## config.mk

```make
export PLATFORM = sky130hd
export DESIGN_NAME = wmaj_cfg_ctrl
export DESIGN_NICKNAME = d
export VERILOG_FILES = /design/src/rtl/wmaj_pkg.sv /design/src/rtl/wmaj_cfg_rx.sv /design/src/rtl/wmaj_cfg_ctrl.sv
export SDC_FILE = /design/constraint.sdc
export NUM_CORES = 1
export LEC_CHECK = 0
export CAP_MARGIN = 20
export CORE_MARGIN = 8
export CORE_UTILIZATION = 49
export CTS_BUF_LIST = sky130_fd_sc_hd__clkbuf_16
export DETAILED_ROUTE_END_ITERATION = 10
export PLACE_DENSITY = 0.72
export SYNTH_ARGS = -nofsm -noshare
export SYNTH_HDL_FRONTEND = slang
export SYNTH_SLANG_ARGS = --single-unit
```

## constraint.sdc

```tcl
create_clock -name clk_i -period 2.1 [get_ports clk_i]
set_input_delay 0.42 -clock clk_i [delete_from_list [all_inputs] [get_ports clk_i]]
set_output_delay 0.42 -clock clk_i [all_outputs]
set_load 0.005 [all_outputs]
```

## src/rtl/wmaj_pkg.sv

```systemverilog
// Shared constants for the weighted-majority trend detector and its config controller.
// Defaults here are the values the detector runs with until a packet commits.
package wmaj_pkg;
   localparam int N       = 4;
   localparam int WIDTH   = 4;
   localparam int SW      = WIDTH + N;
   localparam int TIMEOUT = 255;
   localparam int TW      = $clog2(TIMEOUT + 1);
   localparam int IW      = (N > 1) ? $clog2(N) : 1;

   localparam logic [7:0]    HDR     = 8'hA5;
   localparam logic [SW-1:0] THR_HI0 = SW'(8);
   localparam logic [SW-1:0] THR_LO0 = SW'(4);

   localparam logic [2:0] ST_IDLE = 3'd0;
   localparam logic [2:0] ST_WGT  = 3'd1;
   localparam logic [2:0] ST_THI  = 3'd2;
   localparam logic [2:0] ST_TLO  = 3'd3;
   localparam logic [2:0] ST_CHK  = 3'd4;
   localparam logic [2:0] ST_PEND = 3'd5;

   // Binary-decaying weights: the newest bit (weight 0) dominates.
   function automatic logic [N*WIDTH-1:0] default_weights();
      logic [N*WIDTH-1:0] w;
      w = '0;
      for (int i = 0; i < N; i++) begin
         w[i*WIDTH +: WIDTH] = WIDTH'(1 << (N - 1 - i));
      end
      return w;
   endfunction

   localparam logic [N*WIDTH-1:0] WGT0 = default_weights();
endpackage

```

## src/rtl/wmaj_cfg_rx.sv

```systemverilog
// Config packet receiver: byte FSM, running XOR checksum, inter-byte timeout, shadow set.
// Holds the validated shadow set in PEND and raises commit_o on the first sample tick.
module wmaj_cfg_rx
   import wmaj_pkg::*;
(
   input  logic                 clk_i,
   input  logic                 reset_i,
   input  logic                 cfg_valid_i,
   input  logic [7:0]           cfg_data_i,
   input  logic                 sample_tick_i,
   output logic                 cfg_ready_o,
   output logic                 cfg_busy_o,
   output logic                 cfg_err_o,
   output logic                 commit_o,
   output logic [N*WIDTH-1:0]   shw_o,
   output logic [SW-1:0]        shi_o,
   output logic [SW-1:0]        slo_o
);
   logic [2:0]         state_q, state_d;
   logic [IW-1:0]      idx_q, idx_d;
   logic [7:0]         chk_q, chk_d;
   logic [TW-1:0]      cnt_q, cnt_d;
   logic [N*WIDTH-1:0] shw_q, shw_d;
   logic [SW-1:0]      shi_q, shi_d, slo_q, slo_d;
   logic               err_q, err_d;
   logic               xfer;

   assign cfg_ready_o = (state_q != ST_PEND);
   assign cfg_busy_o  = (state_q != ST_IDLE);
   assign cfg_err_o   = err_q;
   assign commit_o    = (state_q == ST_PEND) && sample_tick_i;
   assign shw_o       = shw_q;
   assign shi_o       = shi_q;
   assign slo_o       = slo_q;
   assign xfer        = cfg_valid_i && cfg_ready_o;

   always_comb begin
      state_d = state_q;
      idx_d   = idx_q;
      chk_d   = chk_q;
      cnt_d   = cnt_q;
      shw_d   = shw_q;
      shi_d   = shi_q;
      slo_d   = slo_q;
      err_d   = 1'b0;
      if (state_q inside {ST_WGT, ST_THI, ST_TLO, ST_CHK}) begin
         if (xfer) begin
            cnt_d = '0;
         end else if (cnt_q == TW'(TIMEOUT - 1)) begin
            state_d = ST_IDLE;
            err_d   = 1'b1;
            cnt_d   = '0;
            shw_d   = '0;
            shi_d   = '0;
            slo_d   = '0;
         end else begin
            cnt_d = cnt_q + TW'(1);
         end
      end
      if (xfer) begin
         case (state_q)
            ST_IDLE: begin
               if (cfg_data_i == HDR) begin
                  state_d = ST_WGT;
                  chk_d   = HDR;
                  idx_d   = '0;
                  cnt_d   = '0;
               end
            end
            ST_WGT: begin
               shw_d[idx_q*WIDTH +: WIDTH] = cfg_data_i[WIDTH-1:0];
               chk_d = chk_q ^ cfg_data_i;
               idx_d = idx_q + IW'(1);
               if (idx_q == IW'(N - 1)) state_d = ST_THI;
            end
            ST_THI: begin
               shi_d   = SW'(cfg_data_i);
               chk_d   = chk_q ^ cfg_data_i;
               state_d = ST_TLO;
            end
            ST_TLO: begin
               slo_d   = SW'(cfg_data_i);
               chk_d   = chk_q ^ cfg_data_i;
               state_d = ST_CHK;
            end
            ST_CHK: begin
               if ((cfg_data_i == chk_q) && (slo_q <= shi_q)) begin
                  state_d = ST_PEND;
               end else begin
                  state_d = ST_IDLE;
                  err_d   = 1'b1;
               end
            end
            default: ;
         endcase
      end
      if (commit_o) state_d = ST_IDLE;
   end

   always_ff @(posedge clk_i) begin
      if (reset_i) begin
         state_q <= ST_IDLE;
         idx_q   <= '0;
         chk_q   <= '0;
         cnt_q   <= '0;
         shw_q   <= '0;
         shi_q   <= '0;
         slo_q   <= '0;
         err_q   <= 1'b0;
      end else begin
         state_q <= state_d;
         idx_q   <= idx_d;
         chk_q   <= chk_d;
         cnt_q   <= cnt_d;
         shw_q   <= shw_d;
         shi_q   <= shi_d;
         slo_q   <= slo_d;
         err_q   <= err_d;
      end
   end
endmodule

```

## src/rtl/wmaj_cfg_ctrl.sv

```systemverilog
// Config controller top: active weight/threshold registers updated atomically on commit.
// Actives are registered and change only at a committed sample tick or at reset.
module wmaj_cfg_ctrl
   import wmaj_pkg::*;
(
   input  logic                 clk_i,
   input  logic                 reset_i,
   input  logic                 cfg_valid_i,
   input  logic [7:0]           cfg_data_i,
   output logic                 cfg_ready_o,
   input  logic                 sample_tick_i,
   output logic [N*WIDTH-1:0]   weights_o,
   output logic [SW-1:0]        thr_hi_o,
   output logic [SW-1:0]        thr_lo_o,
   output logic                 cfg_busy_o,
   output logic                 cfg_done_o,
   output logic                 cfg_err_o,
   output logic [7:0]           cfg_gen_o
);
   logic [N*WIDTH-1:0] shw, w_q, w_d;
   logic [SW-1:0]      shi, slo, hi_q, hi_d, lo_q, lo_d;
   logic [7:0]         gen_q, gen_d;
   logic               done_q;
   logic               commit;

   wmaj_cfg_rx u_rx (
      .clk_i         (clk_i),
      .reset_i       (reset_i),
      .cfg_valid_i   (cfg_valid_i),
      .cfg_data_i    (cfg_data_i),
      .sample_tick_i (sample_tick_i),
      .cfg_ready_o   (cfg_ready_o),
      .cfg_busy_o    (cfg_busy_o),
      .cfg_err_o     (cfg_err_o),
      .commit_o      (commit),
      .shw_o         (shw),
      .shi_o         (shi),
      .slo_o         (slo)
   );

   assign w_d   = commit ? shw : w_q;
   assign hi_d  = commit ? shi : hi_q;
   assign lo_d  = commit ? slo : lo_q;
   assign gen_d = commit ? gen_q + 8'd1 : gen_q;

   always_ff @(posedge clk_i) begin
      if (reset_i) begin
         w_q    <= WGT0;
         hi_q   <= THR_HI0;
         lo_q   <= THR_LO0;
         gen_q  <= '0;
         done_q <= 1'b0;
      end else begin
         w_q    <= w_d;
         hi_q   <= hi_d;
         lo_q   <= lo_d;
         gen_q  <= gen_d;
         done_q <= commit;
      end
   end

   assign weights_o  = w_q;
   assign thr_hi_o   = hi_q;
   assign thr_lo_o   = lo_q;
   assign cfg_gen_o  = gen_q;
   assign cfg_done_o = done_q;
endmodule
```

# After elaboration in Yosys (flattened, before gate mapping)
# Index checks and enable logic that the tools add are counted.
# word_totals
elab_cells	84
regBits	95
inputBits	12
output_inout_bits	44
# classes
shift	2
n_eq_ne	11
bitwise	1
n_reduce_logical	12
n_mux	40
magnitude_cmp	1
add_sub_neg	4
# ops
operator	n
$mux 8	17
$mux 16	5
$neg 4->34	1
$shift 4x34->16 const A	1
$shiftx 4x34->16	1
$mux 3	7
$add 8x1->8 const B	2
$bwmux 16	1
$eq 8x8->1 const B	2
$pmux 8 s2	1
$pmux 3 s5	1
$eq 8x8->1	1
$le 8x8->1	1
$xor 8x8->8	1
$eq 3x2->1 const B	2
$eq 3x3->1 const B	2
$mux 1	6
$reduce_and 3->1	2
$pmux 2 s2	1
$reduce_bool 2->1	2
$reduce_bool 4->1	1
$eq 3x1->1 const B	1
$logic_and 1x1->1	3
$logic_not 3->1	1
other kinds (8)	8

# Logic depth before layout (Yosys ltp)
# Gate-level depths: netlist of the first run.
# logic_depth
word_depth	7
ltp_mapped	8
depth_no_buf	7

# Hierarchy
# Synthesis of the first run repeated with hierarchy kept, for this count alone.
# unflattened
cells_unflattened	478
hier_area_um2	4376.7
# by_module_without_submodules
module	seq_area_each_um2	n_inst	area_each_um2	cells_each
wmaj_cfg_rx	1081.0	1	2869.0	336
wmaj_cfg_ctrl	820.8	1	1507.7	142

# Least setup slack after synthesis of the first run
# Ideal clock, no wire load.
# synth_path
kind	in2reg
from	input port cfg_data_i[3]
to	register u_rx.chk_q[0]
setup_slack_ns	0.434
t_required_ns	2.009
n_path_buf	1
arrival_ns	1.575
setup_ns	0.091
stages	6
path_cell_list	buf_6 > nor4b_1 > nand2_1 > a21oi_1 > a21oi_1 > a311oi_1
# synth_via
elab_chain_len	3
# synth_lines
item	line_no	text
start, declared	wmaj_cfg_ctrl.sv:9	input logic [7:0] cfg_data_i,
$eq 8x8->1	wmaj_cfg_rx.sv:63	if (cfg_data_i == HDR) begin
$ne 2x1->1 (no source line)	-	
$reduce_and 3->1 (no source line)	-	
end signal, assigned	wmaj_cfg_rx.sv:113	chk_q <= chk_d;
end, declared	wmaj_cfg_rx.sv:21	logic [7:0] chk_q, chk_d;
# No other way between the ends.
# A chain may end at the register's enable or synchronous reset.

# Final worst setup path of the first run
# layout_path
from	register u_rx.state_q[1]
to	output port cfg_busy_o
# layout_via
elab_chain_len	1
# layout_lines
item	line_no	text
start, declared	wmaj_cfg_rx.sv:19	logic [2:0] state_q, state_d;
start signal, assigned	wmaj_cfg_rx.sv:111	state_q <= state_d;
$reduce_bool 3->1	wmaj_cfg_rx.sv:29	assign cfg_busy_o = (state_q != ST_IDLE);
end, declared	wmaj_cfg_ctrl.sv:15	output logic cfg_busy_o,
# No other way between the ends.

==> summary.txt, run 1 <==
Critical path
  – Crit path arrival time: 1600 ps
  – Startpoint Class: flip-flop
  – WP buf/inv: 1
  – Crit end category: output port
  – Worst path top cell family by delay: buffers and inverters
  – CP max stage cell: clkdlybuf4s50_1
  – CP max stage delay: 460 ps
  – CP Cell Sequence: or3_4 -> clkdlybuf4s50_1
  – Crit path kind: reg -> out
  – Crit path required time: 1680 ps
  – Largest fanout on the critical path: 8

Routing
  – WL/cell: 15.5 um
  – Post-route ant nets: 0
  – Vias/cell: 5.56
  – DRT iter0 DRCs: 216
  – DR pass1 iterations: 5
  – Top sig layer: met4
  – Met1 Wirelength: 4.75 mm
  – DR vias: 3916
  – Drt drc: 0
  – DRT Wirelength: 10.9 mm
  – WL met2: 5.26 mm
  – Met3 WL: 593 um

STA
  – Post-layout min period: 2020 ps
  – Max Clk Rate: 0.495 GHz
  – Max-slew violations: 0
  – Layout Skew: 6.63 ps
  – Final setup margin: 78.2 ps
  – Final Cycle Share: 96.3%
  – Setup TNS Final: 0 ps
  – Slew @ Worst Pin: 493 ps
  – Max_slew headroom: 66.8%
  – RSZ-0062 raised after global routing: false
  – Fin. Hold Viols: 0
  – Final setup vio count: 0

Global routing
  – Total GRT Usage: 18.5%
  – GR Overflow Total: 0
  – Number of global-route vias before repair: 3781
  – Initial antenna violation count: 0
  – Largest net degree at the start of global routing: 36
  – Global-route wire length before repair: 17.9 mm

Die
  – Die height: 109 um
  – Io pins: 56
  – Die area: 11900 sq um
  – Site row count: 34
  – Die X: 109 um
  – Initial Util: 49.7%
  – Core box area: 8550 sq um

Layout
  – Nets: 620
  – Share of cells above drive strength 1: 9.90%
  – Area growth, synth to finish: 26.3%
  – N_diodes: 0
  – Most frequent cells in the layout: 95 x nand2_1, 95 x dfxtp_1, 70 x a21oi_1

Run
  – Max-cap viol count: 0

Logic synthesis
  – Async SR Flop Fraction: 0%
  – Gate count after technology mapping: 519
  – Sequential share of the synthesized area: 44.7%
  – Cell Area, Synth: 4250 sq um
  – Yosys warning total: 0
  – #FFs+latches synth: 95
  – Number of synthesized flops with an enable pin: 0
  – Ys flop type: dfxtp_1
  – Syn Nets: 548
  – Post-Syn Area per Cell: 8.19 sq um
  – Count of cell types in the netlist: 52

Clock tree
  – Clk Latency, worst-skew pair: 340 ps
  – # Post-CTS Setup Buffers: 0
  – TritonCTS clock tree: done
  – Hold_buf cts: 0
  – Worst-path clk slew: 60 ps
  – Clock Tree Buf Depth: 2
  – Max H-tree Level: 3
  – CTS Buf Count: 9
  – CTS root buf: clkbuf_16
  – Post-cts sizing count: 0
  – Clk sink count: 95

Place
  – Buffers on Ports: 55
  – Post-Place Worst Slack: -135 ps
  – Gpl congestion: 0.840
  – DP Wirelength: 7.99 mm

Outcome
  – Run status: complete, no violations

Min path
  – Hold crit path type: reg -> reg

Power and ir drop
  – Maximum vdd drop: 0.415 mV
  – Pwr dens: 642 nW/um^2
  – P_leak: 1.88 nW
[per-layer routing]
| layer | global-route usage [%] | vias up |
|---|---|---|
| met2 | 31.2 | 102 |
| met3 | 3.84 | 26 |
| met5 | 0 | - |
| met4 | 7.82 | 0 |
| li1 | - | 1952 |
| met1 | 22.4 | 1836 |
[cell usage after synthesis, types with 7 or more instances]
| library cell | number | area share [%] |
|---|---|---|
| inv_1 | 12 | 1.1 |
| nand3b_1 | 10 | 1.8 |
| buf_2 | 8 | 0.94 |
| or3_1 | 7 | 1.0 |
| ha_1 | 17 | 5.0 |
| nand2_1 | 95 | 8.4 |
| nand4_1 | 8 | 1.2 |
| a21oi_1 | 70 | 8.2 |
| clkbuf_1 | 19 | 1.7 |
| nand3_1 | 28 | 3.3 |
| nor2_1 | 43 | 3.8 |
| o21ai_0 | 11 | 1.3 |
| nor3_1 | 10 | 1.2 |
| dfxtp_1 | 95 | 45 |
| xnor2_1 | 9 | 1.9 |
| a22oi_1 | 18 | 3.2 |
[state kept, by name (all words and copies together), names as in the netlist, 2 cells and up]
register      cells
cfg_gen_o         8
u_rx.chk_q        8
u_rx.slo_o        8
u_rx.cnt_q        8
thr_lo_o          8
u_rx.idx_q        2
u_rx.state_q      3
u_rx.shw_o       16
u_rx.shi_o        8
thr_hi_o          8
weights_o        16
[layout make-up]
type	instances	area, sq um
Tap cell	108	135
Sequential cell	95	1900
Multi-Input combinational cell	381	2160
Timing Repair Buffer	92	848
Fill cell	749	3180
Clock inverter	7	48.8
Clock buffer	9	225
Inverter	12	45.0
[worst min-delay path: stages (launching register included)]
cell     delay, ps
dfxtp_1        310
nand2_1         50
a21oi_1         50
[power breakdown]
group	internal, mW	switching (mW)
combinational	0.0560	0.0775
sequential	1.80	0.000526
clock	0.805	0.707
total	2.66	0.785
[path summary, 6_finish.rpt]
kind                        start         endpoint  slack, ps  cells after the start
setup / recovery  u_rx.state_q[1]       cfg_busy_o         80                      2
hold / removal        thr_lo_o[4]      thr_lo_o[4]        450                      2
setup reg to reg    u_rx.shi_o[3]  u_rx.state_q[2]        190                      6
hold reg to reg       thr_lo_o[4]      thr_lo_o[4]        450                      2
[logic make-up (layout without fill, tap and decap cells)]
group / count (synthesis) / in the layout / share of synthesized area, %
AO/OA/AOI/OAI: 118 / 118 / 16.2
XOR/XNOR: 15 / 15 / 3.09
adder cells (fa/ha/maj): 17 / 17 / 5.00
buffers and inverters: 43 / 120 / 4.39
flip-flops: 95 / 95 / 44.7
AND/OR/NAND/NOR: 231 / 231 / 26.6
[stage by stage]
| step | area, sq um | hold WS (ps) | total power, mW | instances | utilization (%) |
|---|---|---|---|---|---|
| floorplan | 4250 | 432 | 1.90 | 519 | - |
| global placement | 5090 | 445 | 1.97 | 688 | 59.6 |
| detailed placement | 5090 | 447 | 1.98 | 688 | 59.6 |
| CTS | 5370 | 444 | 3.48 | 704 | 62.8 |
| global route | 5370 | 457 | 3.55 | 704 | 62.8 |
| finish | 5370 | 453 | 3.45 | 704 | 62.8 |
(Power assumes the default switching activity.)
==> run 2: changes to the inputs <==
--- a/config.mk
+++ b/config.mk
@@ -9,6 +9,7 @@
 export CORE_MARGIN = 8
 export CORE_UTILIZATION = 49
 export CTS_BUF_LIST = sky130_fd_sc_hd__clkbuf_16
+export CTS_CLUSTER_DIAMETER = 120
 export DETAILED_ROUTE_END_ITERATION = 10
 export PLACE_DENSITY = 0.72
 export SYNTH_ARGS = -nofsm -noshare
==> results of run 2 <==
Final layout, timing and power as in run 1 (identical DEF).
